===== src/rtl/fetch_pkg.sv =====
// Shared types and constants for the instruction fetch stage.
package fetch_pkg;

    typedef enum logic [1:0] {
        S_IDLE = 2'd0,
        S_REQ  = 2'd1,
        S_WAIT = 2'd2,
        S_HOLD = 2'd3
    } fetch_state_t;

    localparam logic [31:0] NOP_INSTR        = 32'h0000_0013;
    localparam logic [31:0] DEFAULT_RESET_PC = 32'h0000_0000;

    localparam int IMM_HI = 31;
    localparam int IMM_LO = 20;
    localparam int RS1_HI = 19;
    localparam int RS1_LO = 15;
    localparam int RS2_HI = 24;
    localparam int RS2_LO = 20;
    localparam int RD_HI  = 11;
    localparam int RD_LO  = 7;

endpackage


===== src/rtl/instr_fetch_pc_register.sv =====
// Program counter: loads either PC+4 or a word-aligned redirect target.
module pc_register
    import fetch_pkg::*;
#(
    parameter logic [31:0] RESET_PC = DEFAULT_RESET_PC
) (
    input  logic        i_clk,
    input  logic        i_rst_n,
    input  logic        i_load,
    input  logic        i_sel_target,
    input  logic [31:0] i_target,
    output logic [31:0] o_pc,
    output logic [31:0] o_pc_plus4
);

    logic [31:0] r_pc;
    logic [31:0] w_next;

    assign o_pc       = r_pc;
    assign o_pc_plus4 = r_pc + 32'd4;
    // Redirect targets are forced onto a word boundary.
    assign w_next     = i_sel_target ? (i_target & ~32'd3) : o_pc_plus4;

    always_ff @(posedge i_clk or negedge i_rst_n) begin
        if (!i_rst_n) begin
            r_pc <= RESET_PC;
        end else if (i_load) begin
            r_pc <= w_next;
        end
    end

endmodule


===== src/rtl/instr_fetch_stage.sv =====
// Fetch stage: single-outstanding instruction memory reads, instruction
// register with valid/ready hand-off to decode, and redirect flush.
module instr_fetch_stage
    import fetch_pkg::*;
#(
    parameter logic [31:0] RESET_PC  = DEFAULT_RESET_PC,
    parameter logic [31:0] NOP_INSTR = fetch_pkg::NOP_INSTR
) (
    input  logic        CLK,
    input  logic        RST_N,
    output logic        IMemReq,
    output logic [31:0] IMemAddr,
    input  logic        IMemGnt,
    input  logic        IMemValid,
    input  logic [31:0] IMemRData,
    input  logic        PCRedirect,
    input  logic [31:0] PCTarget,
    input  logic        InstrReady,
    output logic        InstrValid,
    output logic [31:0] Instr,
    output logic [31:0] PC,
    output logic [31:0] PCPlus4,
    output logic [11:0] ImmShort,
    output logic [4:0]  Rs1,
    output logic [4:0]  Rs2,
    output logic [4:0]  Rd,
    output logic [1:0]  o_dbg_state
);

    fetch_state_t r_state;
    logic         r_discard;
    logic [31:0]  r_instr;
    logic         r_instr_valid;
    logic [31:0]  w_pc;
    logic [31:0]  w_pc_plus4;
    logic         w_pc_load;

    always_comb begin
        w_pc_load = 1'b0;
        case (r_state)
            S_REQ, S_WAIT: w_pc_load = PCRedirect;
            S_HOLD:        w_pc_load = PCRedirect | InstrReady;
            default:       w_pc_load = 1'b0;
        endcase
    end

    pc_register #(.RESET_PC(RESET_PC)) u_pc (
        .i_clk        (CLK),
        .i_rst_n      (RST_N),
        .i_load       (w_pc_load),
        .i_sel_target (PCRedirect),
        .i_target     (PCTarget),
        .o_pc         (w_pc),
        .o_pc_plus4   (w_pc_plus4)
    );

    always_ff @(posedge CLK or negedge RST_N) begin
        if (!RST_N) begin
            r_state       <= S_IDLE;
            r_discard     <= 1'b0;
            r_instr       <= NOP_INSTR;
            r_instr_valid <= 1'b0;
        end else begin
            case (r_state)
                S_IDLE: r_state <= S_REQ;
                S_REQ: begin
                    // A grant together with a redirect fetches the stale address.
                    if (IMemGnt) begin
                        r_state <= S_WAIT;
                        if (PCRedirect) r_discard <= 1'b1;
                    end
                end
                S_WAIT: begin
                    if (IMemValid) begin
                        if (r_discard || PCRedirect) begin
                            r_discard <= 1'b0;
                            r_state   <= S_REQ;
                        end else begin
                            r_instr       <= IMemRData;
                            r_instr_valid <= 1'b1;
                            r_state       <= S_HOLD;
                        end
                    end else if (PCRedirect) begin
                        r_discard <= 1'b1;
                    end
                end
                S_HOLD: begin
                    if (PCRedirect) begin
                        r_instr_valid <= 1'b0;
                        r_instr       <= NOP_INSTR;
                        r_state       <= S_REQ;
                    end else if (InstrReady) begin
                        r_instr_valid <= 1'b0;
                        r_state       <= S_REQ;
                    end
                end
                default: r_state <= S_IDLE;
            endcase
        end
    end

    assign IMemReq     = (r_state == S_REQ);
    assign IMemAddr    = w_pc;
    assign PC          = w_pc;
    assign PCPlus4     = w_pc_plus4;
    assign Instr       = r_instr;
    assign InstrValid  = r_instr_valid;
    assign ImmShort    = r_instr[IMM_HI:IMM_LO];
    assign Rs1         = r_instr[RS1_HI:RS1_LO];
    assign Rs2         = r_instr[RS2_HI:RS2_LO];
    assign Rd          = r_instr[RD_HI:RD_LO];
    assign o_dbg_state = r_state;

endmodule


===== config.mk =====
export PLATFORM = sky130hd
export DESIGN_NAME = instr_fetch_stage
export DESIGN_NICKNAME = d
export VERILOG_FILES = /design/src/rtl/fetch_pkg.sv /design/src/rtl/instr_fetch_pc_register.sv /design/src/rtl/instr_fetch_stage.sv
export SDC_FILE = /design/constraint.sdc
export NUM_CORES = 1
export LEC_CHECK = 0
export BUFFER_PORTS_ARGS = -buffer_cell sky130_fd_sc_hd__buf_2
export CAP_MARGIN = 20
export CORE_ASPECT_RATIO = 0.8
export CORE_MARGIN = 3
export CORE_UTILIZATION = 47
export CTS_CLUSTER_DIAMETER = 120
export CTS_CLUSTER_SIZE = 28
export DETAILED_ROUTE_END_ITERATION = 10
export PLACE_DENSITY = 0.84
export SKIP_LAST_GASP = 1
export SYNTH_ARGS = -nofsm -noshare
export SYNTH_HDL_FRONTEND = slang
export SYNTH_HIERARCHICAL = 1
export SYNTH_SLANG_ARGS = --single-unit

===== constraint.sdc =====
create_clock -name CLK -period 3 [get_ports CLK]
set_clock_uncertainty 0.2 [all_clocks]
set_input_delay 0.15 -clock CLK [delete_from_list [all_inputs] [get_ports CLK]]
set_output_delay 0.15 -clock CLK [all_outputs]
set_load 0.02 [all_outputs]

---- Yosys cells after proc, flatten, opt, wreduce, memory -nomap -nowiden ----
Cells that the tools add are included.
storage, ports and cells
  bits in registers ....................... 68
  input port bits ......................... 70
  output and inout port bits .............. 159
  logic and storage cells ................. 47
cells by class
  add/subtract/negate cells ............... 1
  equal/unequal tests ..................... 9
  muxes and demuxes ....................... 22
  bitwise operators ....................... 1
  reductions and logical operators ........ 9
operators with widths
  operator                                       count
  two-way mux 32 bit                             4
  case mux 32 bit (2 select lines)               1
  adder 32 x 3 -> 32 bit, second input constant  1
  two-way mux 2 bit                              5
  two-way mux 1 bit                              8
  case mux 2 bit (4 select lines)                1
  AND reduction 4 bit                            2
  != test 2 bit, second input constant           3
  != test 3 bit, second input constant           2
  case mux 1 bit (2 select lines)                3
  AND reduction 3 bit                            2
  == test 2 bit, second input constant           2
  nonzero test 2 bit                             2
  == test 2 x 1 -> 1 bit, second input constant  1
  logical NOT 2 bit                              1
  != test 2 x 1 -> 1 bit, second input constant  1
  OR reduction 2 bit                             1
  logical OR 1 bit                               1
  OR 1 bit                                       1

---- Logic depth before layout (Yosys ltp) ----
  word-level depth ........................ 4
  gate-level depth with buffers ........... 10
  gate-level depth less buffers ........... 8

---- Cells and area by module ----
The synthesis kept the hierarchy.
modules (own cells, without submodules)
  module             instances  cells each  area each (um^2)  seq. area each (um^2)
  pc_register        1          286         2446.1            750.7
  instr_fetch_stage  1          202         2224.6            904.6

---- Worst setup path before layout ----
No wires, ideal clock.
  path kind ............................... register to register
  from .................................... register r_state[0] (netlist: o_dbg_state[0])
  to ...................................... register u_pc.r_pc[30] (netlist: u_pc/o_pc[30])
  library setup time ...................... 120 ps
  arrival ................................. 2560 ps
  required time ........................... 2680 ps
  slack ................................... 119 ps
  cell stages (with the launch flop) ...... 9
  buffers on the path ..................... 2
  clock period less this slack ............ 2881 ps
  cell sequence ........................... dfrtp_1 -> ha_1 -> clkbuf_1 -> o21ai_0 -> a21oi_1 -> or2b_2 -> clkbuf_1 -> or4_1 -> o211a_1
between the ends
  word-level cells in the longest chain between the ends .. 3
  elaborated cells on any way between the ends .. 5
  those cells by class .................... 3 x eq/ne; 1 x mux; 1 x reduce/logical
ends and longest elaborated chain
  what                                                            line                           source
  start: declaration                                              instr_fetch_stage.sv:30        fetch_state_t r_state;
  start signal: assignment                                        instr_fetch_stage.sv:59        r_state <= S_IDLE;
  start signal: assignment                                        instr_fetch_stage.sv:65        S_IDLE: r_state <= S_REQ;
  start signal: assignment                                        instr_fetch_stage.sv:69        r_state <= S_WAIT;
  == test 2 x 1 -> 1 bit / == test 2 bit (equally long branches)  instr_fetch_stage.sv:40        case (r_state)
  OR reduction 2 bit                                              instr_fetch_stage.sv:40
  case mux 1 bit (2 select lines) (*)                             instr_fetch_stage.sv:40
  net w_pc_load                                                   instr_fetch_stage.sv:36        logic w_pc_load;
  end signal: assignment                                          instr_fetch_pc_register.sv:28  r_pc <= w_next;
  end: declaration                                                instr_fetch_pc_register.sv:16  logic [31:0] r_pc;
Mark *: on every way through the listed nets, which the timed path passes. The rest lies on a longest branch.
A chain may end at the register's enable or synchronous reset.

---- Final worst setup path ----
  from .................................... register u_pc.r_pc[2] (netlist: u_pc/o_pc[2])
  to ...................................... output port PCPlus4[26]
between the ends
  word-level cells in the longest chain between the ends .. 1
ends and longest elaborated chain
  what                    line                           source
  adder 32 x 3 -> 32 bit  instr_fetch_pc_register.sv:20  assign o_pc_plus4 = r_pc + 32'd4;
  end: declaration        instr_fetch_stage.sv:22        output logic [31:0] PCPlus4,
Every way passes these cells.

==> qor.txt <==
drt via density: 5.39
largest net degree at the start of global routing: 37
Synth top cells by count: buf_4 (65), dfrtp_1 (63), nor2b_1 (32)
Power per Cell Area: 1190 mW/mm2
CP Max Fanout: 9
Synth area leader: dfrtp_1
top-area cell type share of the netlist area: 33.8%
unrepaired setup endpoints after global routing: no
cts bufs inserted: 9
Worst-path clk slew: 0.05 ns
CTS H-tree lvls: 3
Row Count: 31
# diodes: 0
endpoints failing hold: 0
Fmax: 0.356 GHz
CP Launch Type: register
M1 wire length: 5630 um
Seq cells post-synth: 66
synth unique cells: 63
GRT Total Usage: 24.4%
global-route wire length before repair: 22300 um
core box area: 0.00935 mm2
Primary FF master, synth: dfrtp_1
Buffers on Ports: 220
Hold Slack: 0.00535 ns
routed len/inst: 17.0 um
synth top area cells: dfrtp_1 (34%), buf_4 (10%), mux2_2 (6.8%)
Leakage: 2.88 nW
Clock Tree Root: clkbuf_16
Sink Count: 66
Die ar.: 0.0112 mm2
die width: 117 um
area of the multi-input gates: 0.00228 mm2
Register Area: 0.00166 mm2
Die Ht: 95.2 um
Clock Latency Late Sink: 0.32 ns
HP Class: in -> reg
Final Routed Wirelength: 14100 um
layout overhead on the synthesized area: 33.9%
Max VDD drop: 0.640 mV
Post-Syn Area: 0.00467 mm2
Area after DPL: 0.00534 mm2
r2r setup slk: 0.35 ns
via count: 4475
worst setup margin: 0.191 ns
number of global-route vias before repair: 4426
final core occ: 66.9%
critical path required time: 2.65 ns
total congestion overflow: 0
average footprint of a synthesized cell: 9.57 um2
fillcell total: 704
final setup vio count: 0
detailed placement HPWL: 9820 um
Place WS: 0.384 ns
Slew Limit Fails: 0
most common cell in the synthesized netlist: buf_4
I/O pins: 229
1st-pass router iterations: 5
DRC viols: 0
metal3 WL: 1130 um
post-route ant nets: 0
setup TNS: 0 ns
final period utilization: 93.6%
Met2 Wirelength: 7100 um
CTS tree: yes
Final nets: 770
initial core utilization: 50.0%
Critical Path End Type: output pin
share of layout cells above drive strength 1: 41.4%
initial DRC count: 444
Post-synth EDFFs: 0
Tightest Pin Transition: 0.891 ns
ys async rst share: 100%
status: finished clean
synthesized instance count: 488
final instance area: 0.00625 mm2
GPL Wtd Cong: 0.882
worst-case clock buffer depth: 2
critical path type: reg -> out
critical path arrival: 2.46 ns
sequential element share of the synthesized area: 35.4%
Syn. warnings: 6
Top Layer Used: met4
initial antenna violation count: 0
Rel. slew slack: 40.5%
minimum clock period: 2.81 ns
maxcap violations: 0
## routing by layer
metal	track usage, %	up-vias
li1	-	2084
met1	30.8	2137
met2	42.8	230
met3	5.16	24
met4	7.51	0
met5	0	-
## power breakdown
group	leakage (nW)	internal (W)	switching, W
logic	1.96	0.00164	0.00270
registers	0.764	0.00135	0.000626
clock network	0.157	0.000774	0.000368
## cells by family after synthesis
kind of cell             Yosys count  synth area share (%)
flip-flops                        66                  35.4
multiplexers                      35                  8.28
AND/OR/NAND/NOR                  152                  19.0
AO/OA/AOI/OAI                     88                  13.9
buffers and inverters            111                  16.2
XOR/XNOR                          28                  5.25
adder cells (fa/ha/maj)            7                  1.88
other                              1                0.0803
## flip-flops by register name (all words and copies together), names as in the netlist
name / cells
r_discard: 1
u_pc/o_pc: 30
o_dbg_state: 2
InstrValid: 1
Instr: 32
## critical path, stage by stage, from the launching register on
cell	delay, ns
dfrtp_1	0.45
ha_1	0.28
and2_1	0.33
and3_1	0.44
and4_1	0.29
xor2_1	0.16
buf_2	0.19
## layout make-up
class	instances	area share (%)
clock inverter	2	0.960
tap	132	2.64
inverter	12	0.720
timing repair buffer	290	28.6
sequential	66	26.5
clock buffer	14	4.22
multi-input combinational	314	36.4
## through the flow
stage	instances	total power [W]
floorplan	491	0.00533
global placement	755	0.00609
detailed placement	755	0.00621
CTS	830	0.00746
global route	830	0.00790
finish	830	0.00746
## cell usage in the layout (no fill, tap or decap), types with 4 or more instances in the layout
cell	instances
mux2i_1	6
or3_1	4
nand2_1	20
nand4_1	11
buf_2	220
and4_1	4
inv_1	12
dlygate4sd3_1	59
a22oi_1	13
and3_1	4
buf_4	10
nor3_1	9
clkbuf_16	9
nor4_1	6
nor2b_1	32
o311ai_0	11
dfrtp_1	63
nand2b_1	4
nor3b_1	5
conb_1	4
nor2_1	17
mux2_2	28
nand3_1	19
xor2_1	11
o211ai_1	6
o21ai_0	19
a21oi_1	11
xnor2_1	17
ha_1	7
## path summary, 6_finish.rpt
path                       cells past startpoint       endpoint      startpoint
setup / recovery                               6    PCPlus4[26]    u_pc/o_pc[2]
hold / removal                                 3       Instr[9]    IMemRData[9]
setup reg to reg                               8  u_pc/o_pc[26]  o_dbg_state[0]
hold reg to reg                                2       Instr[1]        Instr[1]
max in group asynchronous                      3       Instr[1]           RST_N
min in group asynchronous                      2      Instr[10]           RST_N
## repair_timing
| item | CTS | global route |
|---|---|---|
| hold buffers | 59 | 0 |
| gates resized for setup | 0 | 1 |
| hold endpoints to repair | 90 | 0 |
| buffers inserted | 0 | 0 |
| setup endpoints to repair | 0 | 4 |
Note: power is estimated with default switching activity, not from simulation.
